==> config.mk <==
export PLATFORM = sky130hd
export DESIGN_NAME = rom_seq_reader
export DESIGN_NICKNAME = d
export VERILOG_FILES = /design/src/rtl/rom_seq_reader_pkg.sv /design/src/rtl/rom_seq_reader.sv
export SDC_FILE = /design/constraint.sdc
export NUM_CORES = 1
export LEC_CHECK = 0
export BUFFER_PORTS_ARGS = -buffer_cell sky130_fd_sc_hd__clkbuf_2
export CAP_MARGIN = 20
export CORE_MARGIN = 2
export CORE_UTILIZATION = 57
export DETAILED_ROUTE_END_ITERATION = 10
export PLACE_DENSITY = 0.84
export SYNTH_ARGS = -nofsm -noshare
export SYNTH_HDL_FRONTEND = slang
export SYNTH_SLANG_ARGS = --single-unit
==> constraint.sdc <==
create_clock -name clk -period 5.25 [get_ports clk]
set_input_delay 1.05 -clock clk [delete_from_list [all_inputs] [get_ports clk]]
set_output_delay 1.05 -clock clk [all_outputs]
set_load 0.05 [all_outputs]
==> src/rtl/rom_seq_reader_pkg.sv <==
// Shared constants for the ROM sequential reader: bus widths, ROM depth,
// FSM state encoding and the address wrap helper.
package rom_seq_reader_pkg;

   localparam int ADDR_W = 8;
   localparam int DATA_W = 4;
   localparam int DEPTH  = 8;
   localparam int LEN_W  = 4;
   localparam int SUM_W  = DATA_W + LEN_W;

   localparam logic [1:0] ST_IDLE  = 2'd0;
   localparam logic [1:0] ST_RUN   = 2'd1;
   localparam logic [1:0] ST_DRAIN = 2'd2;

   // Next ROM address, wrapping from the last populated entry back to 0.
   function automatic logic [ADDR_W-1:0] next_addr(input logic [ADDR_W-1:0] a);
      return (a == ADDR_W'(DEPTH - 1)) ? '0 : a + ADDR_W'(1);
   endfunction

endpackage

==> src/rtl/rom_seq_reader.sv <==
// ROM address sequencer and stream stage. A start command sweeps len
// consecutive ROM addresses from base_addr (wrapping at DEPTH), registers
// each combinational ROM word into a valid/ready stream and keeps a running
// sum of emitted words.
module rom_seq_reader
   import rom_seq_reader_pkg::*;
(
   input  logic              clk,
   input  logic              rst,
   input  logic              start,
   input  logic [ADDR_W-1:0] base_addr,
   input  logic [LEN_W-1:0]  len,
   output logic              busy,
   output logic [ADDR_W-1:0] rom_addr,
   input  logic [DATA_W-1:0] rom_data,
   output logic              out_valid,
   input  logic              out_ready,
   output logic [DATA_W-1:0] out_data,
   output logic              out_last,
   output logic              done,
   output logic              err,
   output logic [SUM_W-1:0]  sum
);

   // Unsigned accumulate of one ROM word; wraps at the sum width.
   function automatic logic [SUM_W-1:0] acc_word(input logic [SUM_W-1:0] s,
                                                 input logic [DATA_W-1:0] w);
      return s + {{LEN_W{1'b0}}, w};
   endfunction

   logic [1:0]       state;
   logic [LEN_W-1:0] remaining;
   logic             load;

   // The output register can take a new word when empty or being drained.
   assign load = !out_valid || out_ready;

   // Command FSM, address sweep, output register and running sum.
   always_ff @(posedge clk or posedge rst) begin
      if (rst) begin
         state     <= ST_IDLE;
         remaining <= '0;
         busy      <= 1'b0;
         rom_addr  <= '0;
         out_valid <= 1'b0;
         out_data  <= '0;
         out_last  <= 1'b0;
         done      <= 1'b0;
         err       <= 1'b0;
         sum       <= '0;
      end else begin
         done <= 1'b0;
         err  <= 1'b0;
         case (state)
            ST_IDLE: begin
               if (start) begin
                  if (base_addr >= ADDR_W'(DEPTH)) begin
                     err <= 1'b1;
                  end else if (len == '0) begin
                     done <= 1'b1;
                     sum  <= '0;
                  end else begin
                     rom_addr  <= base_addr;
                     remaining <= len;
                     sum       <= '0;
                     busy      <= 1'b1;
                     state     <= ST_RUN;
                  end
               end
            end
            ST_RUN: begin
               if (load) begin
                  out_data  <= rom_data;
                  out_valid <= 1'b1;
                  sum       <= acc_word(sum, rom_data);
                  rom_addr  <= next_addr(rom_addr);
                  remaining <= remaining - LEN_W'(1);
                  if (remaining == LEN_W'(1)) begin
                     out_last <= 1'b1;
                     state    <= ST_DRAIN;
                  end
               end
            end
            ST_DRAIN: begin
               if (out_valid && out_ready) begin
                  out_valid <= 1'b0;
                  out_last  <= 1'b0;
                  done      <= 1'b1;
                  busy      <= 1'b0;
                  state     <= ST_IDLE;
               end
            end
            default: begin
               state <= ST_IDLE;
            end
         endcase
      end
   end

endmodule

==> run metrics, run 1 <==
TNS Setup 0 ns; Place WS between 2 and 3 ns; Synth Cell Area approximately 1900 um2; Fin. Hold Viols 0; final setup skew about 0.0095 ns; adder-cell area share of the yosys netlist approximately 5.8%; grt ovf 0; post-synthesis simple-gate area fraction between 20% and 30%; slack of the critical path about 2.9 ns; number of global-route vias before repair 1570; maximum clock insertion buffer count 2; die height ~61 um; synth-to-layout area growth 15.8%; Synth top area share 41.8%; crit path launch base_addr[6]; Area contributors post-synth dfrtp_1, nand2_1, ha_1; Antenna diodes 0; Fin Hold WS 0.480 ns; number of nets still failing antenna checks after routing 0; critical-path cell with the highest stage delay a21oi_2; clock root cell clkbuf_4; compound-gate portion of the synthesized area 20.1%; FMAX around 430 MHz; CTS H-tree depth 2; Relative slew margins between 50 and 60%; min Tclk post-route between 2 and 2.5 ns; Hold Startpoint sum[7]; EDFF count, synth 0; Cell Chain, Critical Path clkbuf_2 -> nor4b_2 -> nand3_2 -> a21oi_2 -> mux2_1; GR Util met3 6.09%; worst r2r src state[0]; pins over their slew limit 0; outcome finished clean; worst path required time approximately 5.5 ns; Final Core Density a little over two thirds; Syn Inst Count 191; Post-Syn Nets about 220; Wirelength per Cell ~15 um; number of port buffers 44; worst-path maximum fanout 11; RSZ-0062 raised after global routing no; Worst-Margin Slew between 0.6 and 0.7 ns; largest net degree at the start of global routing 32; vias per cell ~6; die area 3730 um2; nature of the critical path startpoint input port; DR pass1 iterations 4; initial antenna violation count 0; vias after detailed routing 1686; largest family of logic cells by synthesized area simple AND/OR/NAND/NOR gates; post-synthesis sequential area ratio a little over two fifths; Primary FF master, synth dfrtp_1; worst skew pair latency between 0.3 and 0.4 ns; GRT met1 Usage 33.4%; pwr dens 562 nW/um2; CTS tree done; Num CTS Buffers 5; crit-path max cell delay roughly 0.53 ns; layout net count about 260; Buf+Inv Stages, Crit Path 1; CTS clock-pin slew for the worst setup and hold paths ~0.1 ns; Placed Area 2090 um2; Initial Util approximately 60%; asr flop ratio synth 100%; row cnt 20; fraction of layout cells with a size suffix above 1 27.1%; Die W just over 60 um; DRC Markers 0; kind of cell adding the most delay to the critical path compound AO/OA/AOI/OAI gates; Ys Warns 0; drt total wl roughly 4300 um; mux cell area share after synthesis around 3.6%; #FFs+latches synth 31; Final setup viols 0; first-pass GRT wire length around 7000 um; worst ir drop on vdd 292 uV; CP arrival approximately 2.6 ns; Yosys cell types 54; Worst Path Class, Setup in -> reg; gpl congestion 0.840; # fillers 252; CORE AREA about 3100 um2; hpwl dp between 3000 and 4000 um; initial DRC count roughly 110; cell taking the most area after synthesis dfrtp_1; flop-to-flop setup slack ~3.1 ns; max_cap viols 0; hold bufs inserted after CTS 0; post-cts sizing count 0; Global Route Usage Sum between 20% and 30%; Post-Synth XOR/XNOR Area less than 1%; crit end category flop; I/O pin total 45; TritonCTS Sinks 31; GR Util met2 between 40% and 50%; GRT busiest layer met2; period utilization 44.7%; setup bufs post-CTS 0; hold crit path type reg -> reg; design area around 2100 um2; Leakage 0.00105 uW; Mapped Avg Cell Area 9.71 um2
## cells by family (layout without fill, tap and decap cells)
family                     count (synthesis)  in the layout
adders and majority gates                  8              8
AOI/OAI and AO/OA                         50             50
buffers and inverters                     12             57
muxes                                      6              6
and+or+nand+nor                           82             82
DFF                                       31             31
xor gates and xnor gates                   2              2
## area by class of cell
cell class                      count  area (um2)  share of cell area [%]
Clock buffer                        6        51.3                    2.39
Clock inverter                      1        5.00                   0.233
Inverter                            4        15.0                   0.698
Multi-Input combinational cell    148        1010                    47.1
Sequential cell                    31         776                    36.1
Tap cell                           44        55.1                    2.56
Timing Repair Buffer               46         235                    10.9
## cell usage after synthesis, types with 2 or more instances
cell / count
nor4_1: 2
nand2_1: 34
a221o_1: 2
xnor2_1: 2
and2_1: 3
a211o_1: 2
a21o_1: 2
mux2i_1: 4
o221ai_1: 2
a22o_1: 4
nor2_1: 10
nor2_2: 2
buf_2: 3
nand4b_1: 2
and4_1: 2
a211oi_1: 2
buf_4: 3
nand3_1: 10
inv_1: 4
nor2b_1: 2
dfrtp_1: 31
o21a_1: 4
o21ai_1: 3
a2bb2oi_1: 4
o31ai_1: 3
a21oi_1: 9
nor3_1: 2
o211ai_1: 2
ha_1: 7
o21ai_0: 4
nand4_1: 2
## stage by stage
| stage | cells | power (uW) |
|---|---|---|
| 2_1_floorplan | 191 | 919 |
| 3_3_place_gp | 273 | 1050 |
| 3_5_place_dp | 273 | 1060 |
| 4_1_cts | 280 | 1210 |
| 5_1_grt | 280 | 1290 |
| 6_report | 280 | 1210 |
## per-layer routing
layer	up-vias	share of wire, %	routed length (um)
met2	80	48	2050
met5	-	0	0
met1	792	42	1810
met3	17	7.6	328
met4	0	2.3	99
li1	797	-	-
## path summary, 6_finish.rpt
| path | end | cells past startpoint |
|---|---|---|
| max | rom_addr[1] | 5 |
| min reg2reg | sum[7] | 1 |
| min in group asynchronous | sum[1] | 3 |
| max in group asynchronous | rom_addr[1] | 3 |
| max reg2reg | rom_addr[1] | 5 |
| min | sum[7] | 1 |
## layout by cell type (no fill, tap or decap), types with 3 or more instances in the layout
| master | n |
|---|---|
| nor2_1 | 10 |
| clkbuf_4 | 5 |
| a2bb2oi_1 | 4 |
| o31ai_1 | 3 |
| o21ai_0 | 4 |
| nand2_1 | 34 |
| clkbuf_2 | 44 |
| inv_1 | 4 |
| a21oi_1 | 9 |
| o21ai_1 | 3 |
| mux2i_1 | 4 |
| nand3_1 | 10 |
| ha_1 | 7 |
| o21a_1 | 4 |
| dfrtp_1 | 31 |
| and2_1 | 3 |
| a22o_1 | 4 |
## power by group
group          internal [uW]  total (uW)  switching, uW
Combinational            192         639            447
Clock                   62.0         147           84.8
Sequential               327         422           94.7
## worst reg2reg max path: cells and delay by family, from the launching register on
kind,cells,cell delay [ns]
AND/OR/NAND/NOR,2,0.37
flip-flops,1,0.46
AO/OA/AOI/OAI,1,0.54
multiplexers,1,0.38
buffers and inverters,1,0.25
## registers in the layout (all words and copies together) (netlist names)
signal     count
rom_addr       8
sum            8
out_data       4
remaining      4
state          2
busy           1
done           1
err            1
out_last       1
out_valid      1
(Power assumes the default switching activity.)
==> inputs of run 2 (changes only) <==
Settings changed: ABC_AREA from default to 1, CORE_UTILIZATION 57 to 48, PLACE_DENSITY 0.84 to 0.75.
Clock period 5.25 ns to 1.9 ns, I/O delays scaled along.
==> run metrics, run 2 <==
Psw 1640 uW (was 626 uW); largest net degree at the start of global routing 32 (unchanged); vias after detailed routing 1787 (was 1686); DRC Markers 0 (unchanged); number of port buffers 44 (unchanged); crit end category flop (unchanged); Synth Cell Area 1910 um2 (was 1860 um2); CTS H-tree depth 2 (unchanged); Yosys cell types 33 (was 54); Synth top area share 40.6% (was 41.8%); Leakage 0.00130 uW (was 0.00105 uW); cell taking the most area after synthesis dfrtp_1 (unchanged); Wirelength per Cell 11.8 um (was 15.3 um); Antenna diodes 0 (unchanged); Seq. cell area 776 um2 (unchanged); combinational fraction of design power 50.1% (was 52.9%); final setup skew 0.00719 ns (was 0.00949 ns); grt ovf 0 (unchanged); layout net count 332 (was 264); Worst Path Class, Setup reg -> reg (was in -> reg); Post-Synth XOR/XNOR Area 0.916% (was 0.944%); mux cell area share after synthesis 2.88% (was 3.57%); #FFs+latches synth 31 (unchanged); Relative slew margins 73.5% (was 57.3%); Int Power 1630 uW (was 581 uW); footprint of the multi-input gates 977 um2 (was 1010 um2); nature of the critical path startpoint flop (was input port); outcome finished clean (unchanged); TritonCTS Sinks 31 (unchanged); Die W 67.1 um (was 61.1 um); period utilization 83.2%; commonest non-fill, non-tap cell in the layout nand2_1 (was clkbuf_2); # fillers 357 (was 252); Fin. Hold Viols 0 (unchanged); Initial Util 51.1% (was 60.3%); DR pass1 iterations 4 (unchanged); CTS clock-pin slew for the worst setup and hold paths 0.07 ns (was 0.10 ns); flop-to-flop setup slack 0.32 ns (was 3.13 ns); CORE AREA 3740 um2 (was 3080 um2); Area contributors post-synth dfrtp_1, nand2_1, inv_1 (was dfrtp_1, nand2_1, ha_1); CP arrival 1.75 ns (was 2.57 ns); min Tclk post-route 1.58 ns; row cnt 22 (was 20); max_cap viols 0 (unchanged); clock share of power 15.8% (was 12.2%); hold bufs inserted after CTS 0 (unchanged); Worst-Margin Slew 0.398 ns (was 0.640 ns); Switching Share 50.2% (was 51.9%); post-synthesis simple-gate area fraction 32.2% (was 24.1%); number of global-route vias before repair 1547 (was 1570); Reg2Reg Depth 5 (unchanged); number of nets still failing antenna checks after routing 0 (unchanged); gpl congestion 0.829 (was 0.840); Primary FF master, synth dfrtp_1 (unchanged); RSZ-0062 raised after global routing no (unchanged); hpwl dp 3170 um (was 3010 um); vias per cell 5.08 (was 6.02); Syn Inst Count 254 (was 191); EDFF count, synth 0 (unchanged); Num CTS Buffers 5 (unchanged); worst path required time 2.07 ns (was 5.47 ns); maximum clock insertion buffer count 2 (unchanged); slack of the critical path 0.320 ns (was 2.90 ns); Post-Syn Nets 282 (was 219); die height 67.1 um (was 61.1 um); worst skew pair latency 0.28 ns (was 0.34 ns); Final setup viols 0 (unchanged); die area 4500 um2 (was 3730 um2); CTS tree done (unchanged); Post-synth top cells nand2_1, dfrtp_1, inv_1, nand3_1, nor2_1 (was nand2_1, dfrtp_1, nand3_1, nor2_1, a21oi_1); I/O pin total 45 (unchanged); post-synthesis sequential area ratio 40.6% (was 41.8%); drt total wl 4170 um (was 4290 um); leading registers by flop count rom_addr x8, sum x8 (unchanged); sequential share of power 34.1% (was 34.9%); setup bufs post-CTS 0 (unchanged); worst r2r src sum[0] (was state[0]); fraction of layout cells with a size suffix above 1 23.7% (was 27.1%); worst-path maximum fanout 4 (was 11); Ys Warns 0 (unchanged); adder-cell area share of the yosys netlist 5.63% (was 5.80%); Global Route Usage Sum 20.9% (was 25.6%); compound-gate portion of the synthesized area 9.49% (was 20.1%); FMAX between 600 and 700 MHz; pwr dens 1440 nW/um2 (was 562 nW/um2); initial DRC count 135 (was 113); Mapped Avg Cell Area 7.53 um2 (was 9.71 um2); RR Endpoint sum[4] (was rom_addr[1]); asr flop ratio synth 100% (unchanged); TNS Setup 0 ns (unchanged); first-pass GRT wire length 6970 um (was 6940 um); largest family of logic cells by synthesized area simple AND/OR/NAND/NOR gates (unchanged); clock root cell clkbuf_8 (was clkbuf_4); post-cts sizing count 0 (unchanged); hold crit path type in -> async (was reg -> reg); pins over their slew limit 0 (unchanged); initial antenna violation count 0 (unchanged); count leader, synth nand2_1 (unchanged); synth-to-layout area growth 18.8% (was 15.8%); most frequent cells in the layout nand2_1, clkbuf_2, inv_1, dfrtp_1, nand3_1 (was clkbuf_2, nand2_1, dfrtp_1); worst ir drop on vdd 727 uV (was 292 uV); Final Core Density 60.7% (was 69.8%); Place WS 0.227 ns (was 2.55 ns)
run 2: cell types whose count changed after synthesis, moves of 4 or more:
cell       change
nand2_1       +59
inv_1         +27
nand3_1        +7
nand4_1        +7
o21ai_0        +5
a22o_1         -4
a2bb2oi_1      -4
mux2_2         +4
o21a_1         -4
run 2: area by class of cell:
class / count / share of cell area (%)
clock buffer: 6 / 3.64
clock inverter: 1 / 0.220
inverter: 34 / 5.62
multi-input combinational: 185 / 43.0
sequential: 31 / 34.2
tap: 48 / 2.64
timing repair buffer: 47 / 10.7
run 2: worst max path at each step:
| stage | startpoint | cells after the start | end | slack, ns |
|---|---|---|---|---|
| floorplan | sum[0] | 5 | sum[4] | 0.10 |
| global placement | rom_data[0] | 6 | sum[4] | 0.24 |
| detailed placement | rom_data[0] | 6 | sum[4] | 0.23 |
| CTS | sum[0] | 5 | sum[4] | 0.31 |
| global route | sum[0] | 5 | sum[4] | 0.24 |
| finish | sum[0] | 5 | sum[4] | 0.32 |
run 2: power by group through the flow:
stage          Clock [uW]  Combinational (uW)  Sequential, uW
2_1_floorplan           0                 671            1710
3_3_place_gp            0                1620            1120
3_5_place_dp            0                1650            1130
4_1_cts               529                1650            1110
5_1_grt               565                1790            1150
6_report              517                1640            1110
run 2: routing by layer:
layer | vias to the layer above | global-route usage (%) | wire, um
li1 | 921 | - | -
met1 | 823 | 29.0 | 1920
met2 | 35 | 31.4 | 2000
met3 | 8 | 3.55 | 153
met4 | 0 | 10.7 | 89
met5 | - | 0 | 0
run 2: worst max-delay path, cell delays in order, from the launching register on:
cell and delay, ns:
dfrtp_1 0.40, ha_1 0.21, fa_1 0.43, a31o_2 0.26
a21oi_1 0.12, nor2_1 0.06
run 2: logic make-up after synthesis:
| group | Yosys count |
|---|---|
| simple gates | 142 |
| fa+ha+maj | 8 |
| flops | 31 |
| compound gates | 28 |
| mux | 5 |
| buf+inv | 38 |
| xor+xnor | 2 |
run 2: per-stage QoR:
stage / power (uW) / instance area [um2] / hold WS (ns) / std cells
after floorplan: 2380 / 1910 / 0.455 / 254
after global placement: 2740 / 2180 / 0.468 / 345
after detailed placement: 2770 / 2180 / 0.467 / 345
after CTS: 3290 / 2270 / 0.166 / 352
after global routing: 3500 / 2270 / 0.205 / 352
final: 3270 / 2270 / 0.152 / 352
